**src/rtl/pipe_div.sv**
```systemverilog
`default_nettype none
// ============================================================================
// Module      : pipe_div
// Description : Fully pipelined unsigned restoring divider; one quotient bit
//               per stage, DW-cycle latency, one operation per cycle.
// Revision    : 1.0 - initial release
// ============================================================================
module pipe_div #(
    parameter int DW = 8,
    parameter int VW = 4
) (
    input  logic          clk,
    input  logic          rst,
    input  logic          hold,
    input  logic          in_valid,
    input  logic [DW-1:0] div_a,
    input  logic [VW-1:0] div_b,
    output logic          out_valid,
    output logic [DW-1:0] div_q,
    output logic [VW-1:0] div_r,
    output logic          div_zero
);

    logic          r_valid [DW];
    logic [VW-1:0] r_dvsr  [DW];
    logic          r_zero  [DW];
    logic [DW-1:0] r_dvnd  [DW];
    logic [VW:0]   r_rem   [DW];
    logic [DW-1:0] r_quo   [DW];

    logic          w_valid_nxt [DW];
    logic [VW-1:0] w_dvsr_nxt  [DW];
    logic          w_zero_nxt  [DW];
    logic [DW-1:0] w_dvnd_nxt  [DW];
    logic [VW:0]   w_rem_nxt   [DW];
    logic [DW-1:0] w_quo_nxt   [DW];

    logic          r_out_valid;
    logic [DW-1:0] r_out_q;
    logic [VW-1:0] r_out_r;
    logic          r_out_zero;

    for (genvar k = 0; k < DW; k++) begin : g_stage
        logic          w_v_in;
        logic [VW-1:0] w_d_in;
        logic          w_z_in;
        logic [DW-1:0] w_a_in;
        logic [VW-1:0] w_r_in;
        logic [DW-1:0] w_q_in;
        logic [VW:0]   w_t;
        logic          w_ge;
        logic          w_unused_msb;

        if (k == 0) begin : g_head
            assign w_v_in = in_valid;
            assign w_d_in = div_b;
            assign w_z_in = (div_b == '0);
            assign w_a_in = div_a;
            assign w_r_in = '0;
            assign w_q_in = '0;
        end else begin : g_body
            assign w_v_in = r_valid[k-1];
            assign w_d_in = r_dvsr[k-1];
            assign w_z_in = r_zero[k-1];
            assign w_a_in = r_dvnd[k-1];
            assign w_r_in = r_rem[k-1][VW-1:0];
            assign w_q_in = r_quo[k-1];
        end

        // The remainder is always below the divisor, so only its low VW bits
        // ever feed the next shift; the extra bit only holds the pre-compare value.
        assign w_unused_msb = r_rem[k][VW];

        assign w_t  = {w_r_in, w_a_in[DW-1]};
        assign w_ge = (w_t >= {1'b0, w_d_in});

        assign w_valid_nxt[k] = w_v_in;
        assign w_dvsr_nxt[k]  = w_d_in;
        assign w_zero_nxt[k]  = w_z_in;
        assign w_dvnd_nxt[k]  = w_a_in << 1;
        assign w_rem_nxt[k]   = w_ge ? (w_t - {1'b0, w_d_in}) : w_t;
        assign w_quo_nxt[k]   = (w_q_in << 1) | DW'(w_ge);
    end

    always_ff @(posedge clk) begin
        if (rst) begin
            for (int k = 0; k < DW; k++) begin
                r_valid[k] <= 1'b0;
            end
        end else if (!hold) begin
            for (int k = 0; k < DW; k++) begin
                r_valid[k] <= w_valid_nxt[k];
                r_dvsr[k]  <= w_dvsr_nxt[k];
                r_zero[k]  <= w_zero_nxt[k];
                r_dvnd[k]  <= w_dvnd_nxt[k];
                r_rem[k]   <= w_rem_nxt[k];
                r_quo[k]   <= w_quo_nxt[k];
            end
        end
    end

    // Divide-by-zero result is forced here, independent of the arithmetic path.
    always_ff @(posedge clk) begin
        if (rst) begin
            r_out_valid <= 1'b0;
            r_out_q     <= '0;
            r_out_r     <= '0;
            r_out_zero  <= 1'b0;
        end else if (!hold) begin
            r_out_valid <= r_valid[DW-1];
            if (r_valid[DW-1]) begin
                if (r_zero[DW-1]) begin
                    r_out_q    <= '1;
                    r_out_r    <= '0;
                    r_out_zero <= 1'b1;
                end else begin
                    r_out_q    <= r_quo[DW-1];
                    r_out_r    <= r_rem[DW-1][VW-1:0];
                    r_out_zero <= 1'b0;
                end
            end
        end
    end

    assign out_valid = r_out_valid;
    assign div_q     = r_out_q;
    assign div_r     = r_out_r;
    assign div_zero  = r_out_zero;

endmodule
`default_nettype wire

```
**config.mk**
```make
export PLATFORM = sky130hd
export DESIGN_NAME = pipe_div
export DESIGN_NICKNAME = d
export VERILOG_FILES = /design/src/rtl/pipe_div.sv
export SDC_FILE = /design/constraint.sdc
export NUM_CORES = 1
export LEC_CHECK = 0
export CAP_MARGIN = 20
export CORE_MARGIN = 3
export CORE_UTILIZATION = 55
export DETAILED_ROUTE_END_ITERATION = 8
export DONT_BUFFER_PORTS = 1
export GPL_TIMING_DRIVEN = 0
export HOLD_SLACK_MARGIN = 0.08
export PLACE_DENSITY = 0.7
export SKIP_LAST_GASP = 1
export SYNTH_ARGS = -nofsm -noshare
export SYNTH_HDL_FRONTEND = slang
export SYNTH_SLANG_ARGS = --single-unit
```
**constraint.sdc**
```tcl
create_clock -name clk -period 10 [get_ports clk]
set_input_delay 2 -clock clk [delete_from_list [all_inputs] [get_ports clk]]
set_output_delay 2 -clock clk [all_outputs]
set_load 0.02 [all_outputs]
```
==> results of run 1 <==
-- cells in the mapped netlist, drive strengths merged --
master   number  share of area [%]
mux2          7                1.7
o21ai         7               0.55
clkbuf        2               0.12
nand2b        9               0.89
nand2        14               0.83
nor2b         3               0.30
nor3         31                2.4
mux2i        14                2.2
nand4         7               0.69
buf           3               0.32
fa            7                2.2
inv          46                2.7
o22a          1               0.14
and2          7               0.69
or3           1               0.18
or2           1              0.099
edfxtp      140                 66
a2111oi       1               0.24
nor2         46                3.6
dfxtp        14                4.4
xnor2         7               0.97
ha           30                5.9
a21oi        21                2.1
nand3b        4               0.47
-- how the worst max path moves through the flow --
| stage | depth (start not counted) | end | startpoint |
|---|---|---|---|
| 3_5_place_dp | 4 | r_quo[0][17] | rst |
| 4_1_cts | 0 | div_q[3] | div_q[3] |
| 5_1_grt | 0 | div_q[2] | div_q[2] |
| 3_3_place_gp | 3 | r_valid[0][5] | rst |
| 2_1_floorplan | 3 | r_valid[0][0] | rst |
| 6_report | 0 | div_q[3] | div_q[3] |
-- per-stage QoR --
stage	cell area [µm²]	instances	util, %	total power, mW
2_1_floorplan	6340	423	-	0.852
3_3_place_gp	6520	563	59.1	0.871
3_5_place_dp	6610	567	59.9	0.875
4_1_cts	7140	599	64.8	1.45
5_1_grt	7140	599	64.8	1.49
6_report	7140	599	64.8	1.43
-- flip-flops by register name, indices dropped and copies added, names as in the netlist --
| name | count |
|---|---|
| r_quo | 36 |
| r_rem | 32 |
| r_dvnd | 28 |
| r_dvsr | 28 |
| div_q | 8 |
| r_valid | 8 |
| r_zero | 8 |
| div_r | 4 |
| div_zero | 1 |
| out_valid | 1 |
-- power by group through the flow --
stage               Sequential [mW]  Clock (mW)  Combinational, mW
detailed placement            0.768           0              0.106
global route                  0.758       0.615              0.119
finish                        0.755       0.570              0.106
CTS                           0.755       0.587              0.108
floorplan                     0.769           0             0.0833
global placement              0.773           0             0.0970
-- cells by family (layout without fill, tap and decap cells) --
group | Yosys count | after routing | share of synthesized area [%]
buffers and inverters | 51 | 87 | 3.16
and+or+nand+nor | 123 | 123 | 10.1
AOI/OAI and AO/OA | 30 | 30 | 3.06
xor gates and xnor gates | 7 | 7 | 0.966
DFF | 154 | 154 | 70.7
adders and majority gates | 37 | 37 | 8.13
muxes | 21 | 21 | 3.87
-- metal layers --
layer	global-route usage, %	vias up
li1	-	1567
met1	14.4	1504
met2	27.9	56
met3	5.46	16
met4	7.69	0
met5	0	-
-- cell type report --
| type | count | area (µm²) |
|---|---|---|
| tap | 140 | 175 |
| fill | 809 | 3890 |
| clock buffer | 25 | 497 |
| clock inverter | 7 | 40.0 |
| buffer | 5 | 27.5 |
| sequential | 154 | 4480 |
| multi-input combinational | 218 | 1670 |
| timing repair buffer | 4 | 80.1 |
| inverter | 46 | 173 |
==> flow_summary.yaml, run 1 <==
clock_tree:
  cts_buffer_depth: 2
  cts_sinks: 154
  cts_buffers: 17
  cts_tree: "built"
  post_cts_buffers: 0
  cts_max_level: 4
  cts_resized: 0
  clock_latency_ps: 420
  clk_pin_slew_ps: 60
  cts-root-buf: "clkbuf_16"
  cts_hold_buf: 0
route:
  drt_first_pass_iters: 4
  dr_total_vias: 3143
  drtIter0Drc: 209
  drc: 0
  routed-wl-met3_um: 347
  routedWlPerCell_um: 14.4
  routed_via_density: 5.25
  highest_layer: "met4"
  drtAntennaViolNets: 0
  wl_met2_mm: 4.99
  met1_length_mm: 3.10
  drt-total-wl_mm: 8.65
sta:
  hold_viol_final: 0
  fin_crit_ps: 2870
  hold_ws_ps: 417
  finalSetupViolCount: 0
  min_period_over_period_pct: 28.7
  fin_worst_skew_ps: 9.65
  fmax_mhz: 348
  relSlewSlack_pct: 72.6
  layout_setup_ws_ps: 7130
  grt_setup_unrepaired: "false"
  maxSlewViolCount: 0
  tightestPinTransition_ps: 411
  setup_tns_ps: 0
critical_path:
  r2r-start: "r_rem[0][1]"
  arrival_ps: 870
  worstSetupPathType: "reg -> out"
  cp-start-kind: "flop"
  r2r_cells: 5
  crit_path_max_fanout: 2
  r2r_end: "r_rem[0][7]"
  reg2reg_setup_slack_ps: 8210
  end_kind: "output port"
  required_ps: 8000
min_path:
  holdPathStages: 0
  min_to: "r_quo[0][17]"
  holdCritStartpoint: "r_quo[0][8]"
  hold_class: "reg -> reg"
grt:
  antenna_found_initial: 0
  track_usage_pct: 15.0
  grt_pass1_vias: 3302
  overflow: 0
  grt_max_degree: 38
  grt_pass1_wl_mm: 14.6
pwr:
  p_switching_mw: 0.301
  swShare_pct: 21.1
  power_frac_clock_pct: 39.8
  combPwrFrac_pct: 7.4
  ir_worst_vdd_mv: 0.159
  p_int_mw: 1.13
  p_seq_share_pct: 52.8
  p_leak_nw: 2.63
  p_per_area_mw_per_mm2: 200
place:
  routabilityCongestion: 0.800
  portBuffers: 0
  dp.final_hpwl_mm: 6.01
  dp_slack_ps: 6710
cells_and_area:
  layout-drive-gt1-share_pct: 13.1
  area_growth_pct: 12.6
  antennaDiodeCount: 0
  final_cell_mix: "140 x edfxtp_1, 46 x inv_1, 38 x nor2_1"
  final_nets: 499
  final_common_cell: "edfxtp_1"
synthesis:
  syn-cell-area_mm2: 0.00634
  ys_types: 27
  synth_seq_cells: 154
  synth_seq_area_share_pct: 70.7
  synthesis.nets: 476
  synthCells: 423
  avgSynthCellArea_um2: 15.0
  synth-warning-count: 0
floorplanning:
  pin_count: 30
  die_h_um: 113
  die_w_um: 113
  floorplan.initialDensity_pct: 57.5
  core_mm2: 0.0110
  rows: 38
  die_area_mm2: 0.0129
run_status:
  status: "finished, final reports clean"
run:
  maxCapViolations: 0
(Power assumes the default switching activity.)
==> run 2: changes to the inputs <==
Clock period 10 ns to 2.8 ns, I/O delays scaled along.
==> run 2 against run 1 <==
Effect of this change:
- sequential power rose to 3.6 times the previous value
- combinational power rose to 3.6 times the previous value
- design area up 0.75%
- clock power rose to 3.9 times the previous value
- sequential share of layout area down 0.47 points
- setup slack worse by 6100 ps
- global-route usage down 0.054 points
- hold slack worse by 180 ps
- core utilization up 0.49 points
- critical path depth up 6
- clock-buffer cell count down 8
- via count down 0.19%
==> flow_summary.yaml, run 2 (synthesis results as in run 1) <==
run_status:
  status: "finished, final reports clean"
min_path:
  holdPathStages: 0
  hold_class: "in -> reg"
pwr:
  p_per_area_mw_per_mm2: 735
  p_leak_nw: 2.63
  ir_worst_vdd_mv: 0.519
  finalPower_mw: 5.29
sta:
  min_period_over_period_pct: 62.7
  hold_ws_ps: 237
  relSlewSlack_pct: 70.5
  tightestPinTransition_ps: 443
  fin_worst_skew_ps: 6.89
  grt_setup_unrepaired: "false"
  finalSetupViolCount: 0
  fmax_mhz: 570
  maxSlewViolCount: 0
  layout_setup_ws_ps: 1050
  hold_viol_final: 0
  fin_crit_ps: 1750
floorplanning:
  core_mm2: 0.0110
  die_area_mm2: 0.0129
  pin_count: 30
  rows: 38
  floorplan.initialDensity_pct: 57.5
  die_w_um: 113
  die_h_um: 113
route:
  dr_total_vias: 3137
  drtAntennaViolNets: 0
  routedWlPerCell_um: 14.3
  drt-total-wl_mm: 8.54
  drc: 0
  routed_via_density: 5.25
  drtIter0Drc: 171
  drt_first_pass_iters: 4
critical_path:
  worstSetupPathType: "reg -> reg"
  required_ps: 2970
  end_kind: "flop"
  cp-start-kind: "flop"
  crit_path_max_fanout: 4
  critical-path-max-stage-delay_ps: 410
  crit_chain: "inv_1 > ha_1 > nand4_1 > nand2_1 > nor2_4 > mux2_4"
  arrival_ps: 1920
  cp_slowest_cell: "edfxtp_1"
  r2r_cells: 6
clock_tree:
  cts_tree: "built"
  cts_sinks: 154
  cts_hold_buf: 0
  clk_pin_slew_ps: 60
  cts_max_level: 4
  cts_resized: 0
  clock_latency_ps: 420
  cts-root-buf: "clkbuf_16"
  post_cts_buffers: 0
  cts_buffer_depth: 2
  cts_buffers: 17
grt:
  grt_max_degree: 35
  overflow: 0
  track_usage_pct: 15.0
  antenna_found_initial: 0
  grt_pass1_wl_mm: 14.7
  grt_pass1_vias: 3292
cells_and_area:
  top_regs: "r_quo: 36 flops, r_rem: 32 flops"
  largest_reg_flops: 36
  final_common_cell: "edfxtp_1"
  final_area_mm2: 0.00720
  regMostFlops: "r_quo"
  antennaDiodeCount: 0
  final_nets: 499
  layout-drive-gt1-share_pct: 13.1
  final_cell_mix: "140 x edfxtp_1, 46 x inv_1, 38 x nor2_1"
  fin_util_pct: 65.2
  area_growth_pct: 13.5
  nFillCells: 810
run:
  maxCapViolations: 0
place:
  routabilityCongestion: 0.789
  dp.final_hpwl_mm: 6.17
  dp_slack_ps: 663
  portBuffers: 0
  placed_area_mm2: 0.00662
run 2: changes by cell type in the layout (fill, tap and decap cells not counted), sizes merged:
cell      delta
bufinv       +3
clkinvlp     +3
clkinv       +1
clkbuf       -8
run 2: layer usage:
layer / share of wire (%) / wire [µm] / up-vias / track usage, %
met4: 1.2 / 102 / 0 / 4.81
met2: 59 / 5020 / 47 / 28.6
met1: 36 / 3060 / 1519 / 14.4
met5: 0 / 0 / - / 0
li1: - / - / 1562 / -
met3: 4.2 / 359 / 9 / 6.15
run 2: final cells by class:
class | instances | area, µm² | area share, %
Buffer | 5 | 37.5 | 0.522
Clock buffer | 17 | 425 | 5.91
Clock inverter | 14 | 155 | 2.16
Inverter | 46 | 173 | 2.40
Multi-Input combinational cell | 218 | 1670 | 23.2
Sequential cell | 154 | 4480 | 62.3
Tap cell | 140 | 175 | 2.43
Timing Repair Buffer | 4 | 80.1 | 1.11
run 2: report_power, final:
part | internal [mW] | total [mW] | switching [mW]
clock | 1.38 | 2.22 | 0.836
sequential | 2.64 | 2.69 | 0.0511
combinational | 0.164 | 0.382 | 0.218
total | 4.19 | 5.29 | 1.10
run 2: path summary, 6_finish.rpt:
| path | startpoint | endpoint | slack [ps] |
|---|---|---|---|
| worst max-delay path | r_dvsr[1][1] | r_rem[0][12] | 1050 |
| worst min-delay path | div_a[0] | r_dvnd[0][0] | 240 |
| worst max register to register | r_dvsr[1][1] | r_rem[0][12] | 1050 |
| worst min register to register | r_quo[1][0] | r_quo[1][9] | 420 |
run 2: critical path: cells and delay by family (launching register included):
| kind | cells | cell delay, ps |
|---|---|---|
| adder cells (fa/ha/maj) | 1 | 310 |
| buffers and inverters | 1 | 70 |
| flip-flops | 1 | 410 |
| multiplexers | 1 | 310 |
| AND/OR/NAND/NOR | 3 | 410 |
run 2: through the flow:
step | instances | TNS (ps)
after floorplan | 423 | -39790
after global placement | 563 | -137730
after detailed placement | 567 | 0
after CTS | 598 | 0
after global routing | 598 | 0
final | 598 | 0
